File: src/rtl/rr_mux8_arbiter.sv
`default_nettype none
// ============================================================================
// Module      : rr_mux8_arbiter
// Description : Round-robin burst arbiter and select sequencer for an 8-to-1
//               WIDTH-bit datapath mux with a valid/ready downstream consumer.
//               Optional forced grant release enabled by RR_MUX_TIMEOUT_EN.
// Revision    : 1.0 - initial release
// ============================================================================
module rr_mux8_arbiter #(
  parameter int WIDTH    = 8,
  parameter int MAX_HOLD = 16
) (
  input  logic               clk,
  input  logic               reset_n,
  input  logic [7:0]         req,
  input  logic [7:0]         last,
  input  logic [8*WIDTH-1:0] data,
  output logic [7:0]         gnt,
  output logic [2:0]         sel,
  output logic [WIDTH-1:0]   y,
  output logic               y_valid,
  output logic               y_last,
  input  logic               y_ready,
  output logic               busy,
  output logic               timeout
);

  typedef enum logic [0:0] {
    ST_IDLE  = 1'b0,
    ST_GRANT = 1'b1
  } state_t;

  state_t     r_state, w_state_nxt;
  logic [2:0] r_ptr, w_ptr_nxt;
  logic [2:0] r_sel, w_sel_nxt;
  logic [7:0] r_gnt, w_gnt_nxt;
  logic       r_timeout, w_timeout_nxt;
  logic [2:0] w_pick, w_idx;
  logic       w_found;
  logic       w_rel_last, w_abort, w_force;

  // First requesting lane at or above ptr, wrapping modulo 8.
  always_comb begin
    w_pick  = r_ptr;
    w_idx   = r_ptr;
    w_found = 1'b0;
    for (int i = 0; i < 8; i++) begin
      w_idx = r_ptr + 3'(i);
      if (req[w_idx] && !w_found) begin
        w_pick  = w_idx;
        w_found = 1'b1;
      end
    end
  end

  assign busy       = (r_state == ST_GRANT);
  assign y_valid    = busy & req[r_sel];
  assign y_last     = y_valid & last[r_sel];
  assign y          = data[int'(r_sel)*WIDTH +: WIDTH];
  assign gnt        = r_gnt;
  assign sel        = r_sel;
  assign timeout    = r_timeout;
  assign w_rel_last = y_valid & y_ready & last[r_sel];
  assign w_abort    = busy & ~req[r_sel];

`ifdef RR_MUX_TIMEOUT_EN
  localparam logic [7:0] C_HOLD_LAST = 8'(MAX_HOLD - 1);
  logic [7:0] r_hold;

  // Zero throughout IDLE, so it reads 0 in the first GRANT cycle.
  always_ff @(posedge clk or negedge reset_n) begin
    if (!reset_n)               r_hold <= 8'd0;
    else if (r_state == ST_IDLE) r_hold <= 8'd0;
    else                        r_hold <= r_hold + 8'd1;
  end

  assign w_force = busy & req[r_sel] & (r_hold == C_HOLD_LAST) & ~w_rel_last;
`else
  assign w_force = 1'b0;
`endif

  always_comb begin
    w_state_nxt   = r_state;
    w_ptr_nxt     = r_ptr;
    w_sel_nxt     = r_sel;
    w_gnt_nxt     = r_gnt;
    w_timeout_nxt = 1'b0;
    case (r_state)
      ST_IDLE: begin
        if (w_found) begin
          w_sel_nxt   = w_pick;
          w_gnt_nxt   = 8'b1 << w_pick;
          w_state_nxt = ST_GRANT;
        end
      end
      ST_GRANT: begin
        if (w_rel_last || w_abort || w_force) begin
          w_state_nxt   = ST_IDLE;
          w_ptr_nxt     = r_sel + 3'd1;
          w_gnt_nxt     = 8'd0;
          w_timeout_nxt = w_force;
        end
      end
      default: begin
        w_state_nxt = ST_IDLE;
        w_gnt_nxt   = 8'd0;
      end
    endcase
  end

  always_ff @(posedge clk or negedge reset_n) begin
    if (!reset_n) begin
      r_state   <= ST_IDLE;
      r_ptr     <= 3'd0;
      r_sel     <= 3'd0;
      r_gnt     <= 8'd0;
      r_timeout <= 1'b0;
    end else begin
      r_state   <= w_state_nxt;
      r_ptr     <= w_ptr_nxt;
      r_sel     <= w_sel_nxt;
      r_gnt     <= w_gnt_nxt;
      r_timeout <= w_timeout_nxt;
    end
  end

endmodule
`default_nettype wire

File: config.mk
export PLATFORM = sky130hd
export DESIGN_NAME = rr_mux8_arbiter
export DESIGN_NICKNAME = d
export VERILOG_FILES = /design/src/rtl/rr_mux8_arbiter.sv
export SDC_FILE = /design/constraint.sdc
export NUM_CORES = 1
export LEC_CHECK = 0
export CORE_ASPECT_RATIO = 1.25
export CORE_MARGIN = 4
export CORE_UTILIZATION = 55
export DETAILED_ROUTE_END_ITERATION = 8
export DONT_BUFFER_PORTS = 1
export PLACE_DENSITY = 0.77
export SLEW_MARGIN = 15
export SYNTH_ARGS = -nofsm -noshare
export SYNTH_HDL_FRONTEND = slang
export SYNTH_SLANG_ARGS = --single-unit
File: constraint.sdc
create_clock -name clk -period 3 [get_ports clk]
set_input_delay 0.6 -clock clk [delete_from_list [all_inputs] [get_ports clk]]
set_output_delay 0.6 -clock clk [all_outputs]
set_load 0.1 [all_outputs]
==> flow_summary.yaml <==
status:
  status: "finished clean"
sta:
  period_minus_slack_ns: 2.95
  final_max_slew_viol_count: 0
  setup_viol: 0
  finalClockSkew_ns: 0.00355
  hold_violations: 0
  slew_headroom_pct: 39.3
  tns_ns: 0
  worst_pin_slew_ns: 0.910
  period_share_pct: 98.2
  clock.fmax_mhz: 339
die:
  fp.coreArea_sq_um: 3570
  die_height_um: 77.1
  rows: 24
  fp.dieArea_sq_um: 4880
  die-width_um: 63.3
  ios: 106
  start_util_pct: 58.8
setup_path:
  path_cells: "inv_2, ha_4, mux2i_1, mux4_2, o32ai_1, buf_4, mux2i_1, a21oi_1, o21a_1, o31ai_1"
  reg2reg_slack_ns: 0.05
  crit_path_start_kind: "register"
  end_kind: "register"
  crit_required_ns: 3.14
  crit_top_cell: "mux2i_1"
  crit_arrival_ns: 3.08
  r2r_end: "gnt[4]"
  slowest_stage: "mux4_2"
  critPathKind: "register to register"
  reg2reg_from: "r_ptr[1]"
  cp_max_fo: 8
  reg2regPathDepth: 10
  slowest_delay_ns: 0.52
  crit_start: "r_ptr[1]"
grt:
  grt_first_pass_wirelength_mm: 9.22
  gr-usage-all-layers_pct: 23.8
  grt_pass1_vias: 1989
  grt-ovfl-total: 0
  grt_max_degree: 18
  grt_antenna_before_repair: 0
yosys:
  syn_nets: 286
  ys_ff_latch: 15
  synth_top_area_share_pct: 31.1
  yosys-top-cells-area: "mux4_2 31%, dfrtp_1 18%, nand2_1 7.3%"
  synth_top_family_by_area: "multiplexers"
  ys_top_cells_by_count: "41 x nand2_1, 29 x mux4_2, 15 x dfrtp_1"
  ys_async_sr_fraction_pct: 100
  synthCells: 200
  synthAdderAreaFrac_pct: 1.79
  ys.flop_type: "dfrtp_1"
  synth_compound_area_share_pct: 14.2
  yosysTopAreaCell: "mux4_2"
  synth_most_common_cell: "nand2_1"
  synth-simple-area-share_pct: 15.2
  synth_edf_count: 0
  avgSynthCellArea_sq_um: 10.5
  ys.warnings.count: 0
  seq_area_frac_synth_pct: 17.9
  synth_xor_area_share_pct: 3.22
  synthesis.area_sq_um: 2100
  synth.area.mux_share_pct: 43.3
  ys_types: 51
cts:
  clkLatencyLatePin_ns: 0.24
  htreeDepth: 1
  cts.sinks: 15
  cts_root_buf: "clkbuf_8"
  cts_buffers: 3
  clk_pin_slew_ns: 0.06
  clockBufferDepth: 2
  cts_tree: "done"
detailed_routing:
  viasPerCell: 7.17
  first_pass_iters: 5
  first_iter_violations: 107
  drc: 0
  via_count: 1829
  wl_per_cell_um: 22.8
  postRouteAntennaNets: 0
  routed_wl_mm: 5.82
place:
  placed_cell_area_sq_um: 2320
  port_buffers: 0
  hpwl_mm: 4.86
  routabilityCongestion: 0.997
final_layout:
  fin_util_pct: 67.8
  antenna_cells: 0
  design_area_sq_um: 2420
  nNetsFinal: 303
  syn_to_final_growth_pct: 15.4
  drive_above_1_share_pct: 42.1
worst_hold_path:
  hold_path_class: "input port to asynchronous set/reset pin"
flow_run:
  maxCapViolCount: 0
kinds of logic after synthesis:
group           Yosys count
simple gates             68
mux                      48
compound gates           40
buf+inv                  19
flops                    15
xor+xnor                  6
fa+ha+maj                 3
other cells               1
what timing repair did:
action / 4_1_cts / 5_1_grt
buffers inserted: 2 / 1
pin swaps: 1 / 7
hold buffers: 0 / 0
endpoints found under the setup margin: 2 / 9
cloned: 0 / 0
resized for setup: 0 / 7
metal layers:
metal / up-vias / track usage, % / routed length, um
met3: 20 / 5.12 / 484
met2: 110 / 47.9 / 3370
met1: 882 / 23.8 / 1830
met5: - / 0 / 0
li1: 817 / - / -
met4: 0 / 6.70 / 127
per-stage QoR:
stage	cells	setup WS, ns	hold WS [ns]
2_1_floorplan	200	0.00416	0.304
6_report	255	0.0541	0.0443
4_1_cts	254	0.0310	0.0417
3_3_place_gp	248	0.102	0.305
5_1_grt	255	-0.0419	0.0308
3_5_place_dp	248	-0.0114	0.305
flip-flops by register name (all words and copies together) (netlist names):
signal	count
sel	3
busy	1
r_ptr	3
gnt	8
final cells by class:
type | instances | area [sq um]
Inverter | 6 | 22.5
Sequential cell | 15 | 379
Clock buffer | 4 | 45.0
Fill cell | 256 | 1150
Multi-Input combinational cell | 166 | 1710
Timing Repair Buffer | 25 | 213
Tap cell | 39 | 48.8
layout by cell type, fill, tap and decap left out, types with 3 or more instances in the layout:
master | synthesis | layout
a21oi_1 | 8 | 8
a32o_1 | 4 | 4
buf_4 | 2 | 23
clkbuf_8 | 0 | 3
dfrtp_1 | 15 | 12
dfrtp_2 | 0 | 3
inv_1 | 6 | 4
mux2_2 | 3 | 3
mux2i_1 | 10 | 10
mux4_1 | 3 | 3
mux4_2 | 29 | 29
nand2_1 | 41 | 33
nand2_2 | 1 | 9
nand2b_1 | 4 | 4
nor2_1 | 9 | 8
nor2b_1 | 3 | 3
o21ai_0 | 6 | 6
o22ai_1 | 3 | 3
o31ai_1 | 4 | 4
critical path, delay by kind of cell (launching register included):
kind,cells,cell delay (ns)
fa+ha+maj,1,0.24
flops,1,0.40
mux,3,0.87
buf+inv,2,0.28
compound gates,4,1.05
how the worst max path moves through the flow:
stage | endpoint | slack (ns)
3_5_place_dp | gnt[7] | -0.01
4_1_cts | gnt[7] | 0.03
6_report | gnt[4] | 0.05
5_1_grt | gnt[4] | -0.04
2_1_floorplan | gnt[0] | 0.004
3_3_place_gp | gnt[5] | 0.10
Power is not shown: default switching activity piles up to over one toggle a cycle in this logic, so the estimate is an artifact.
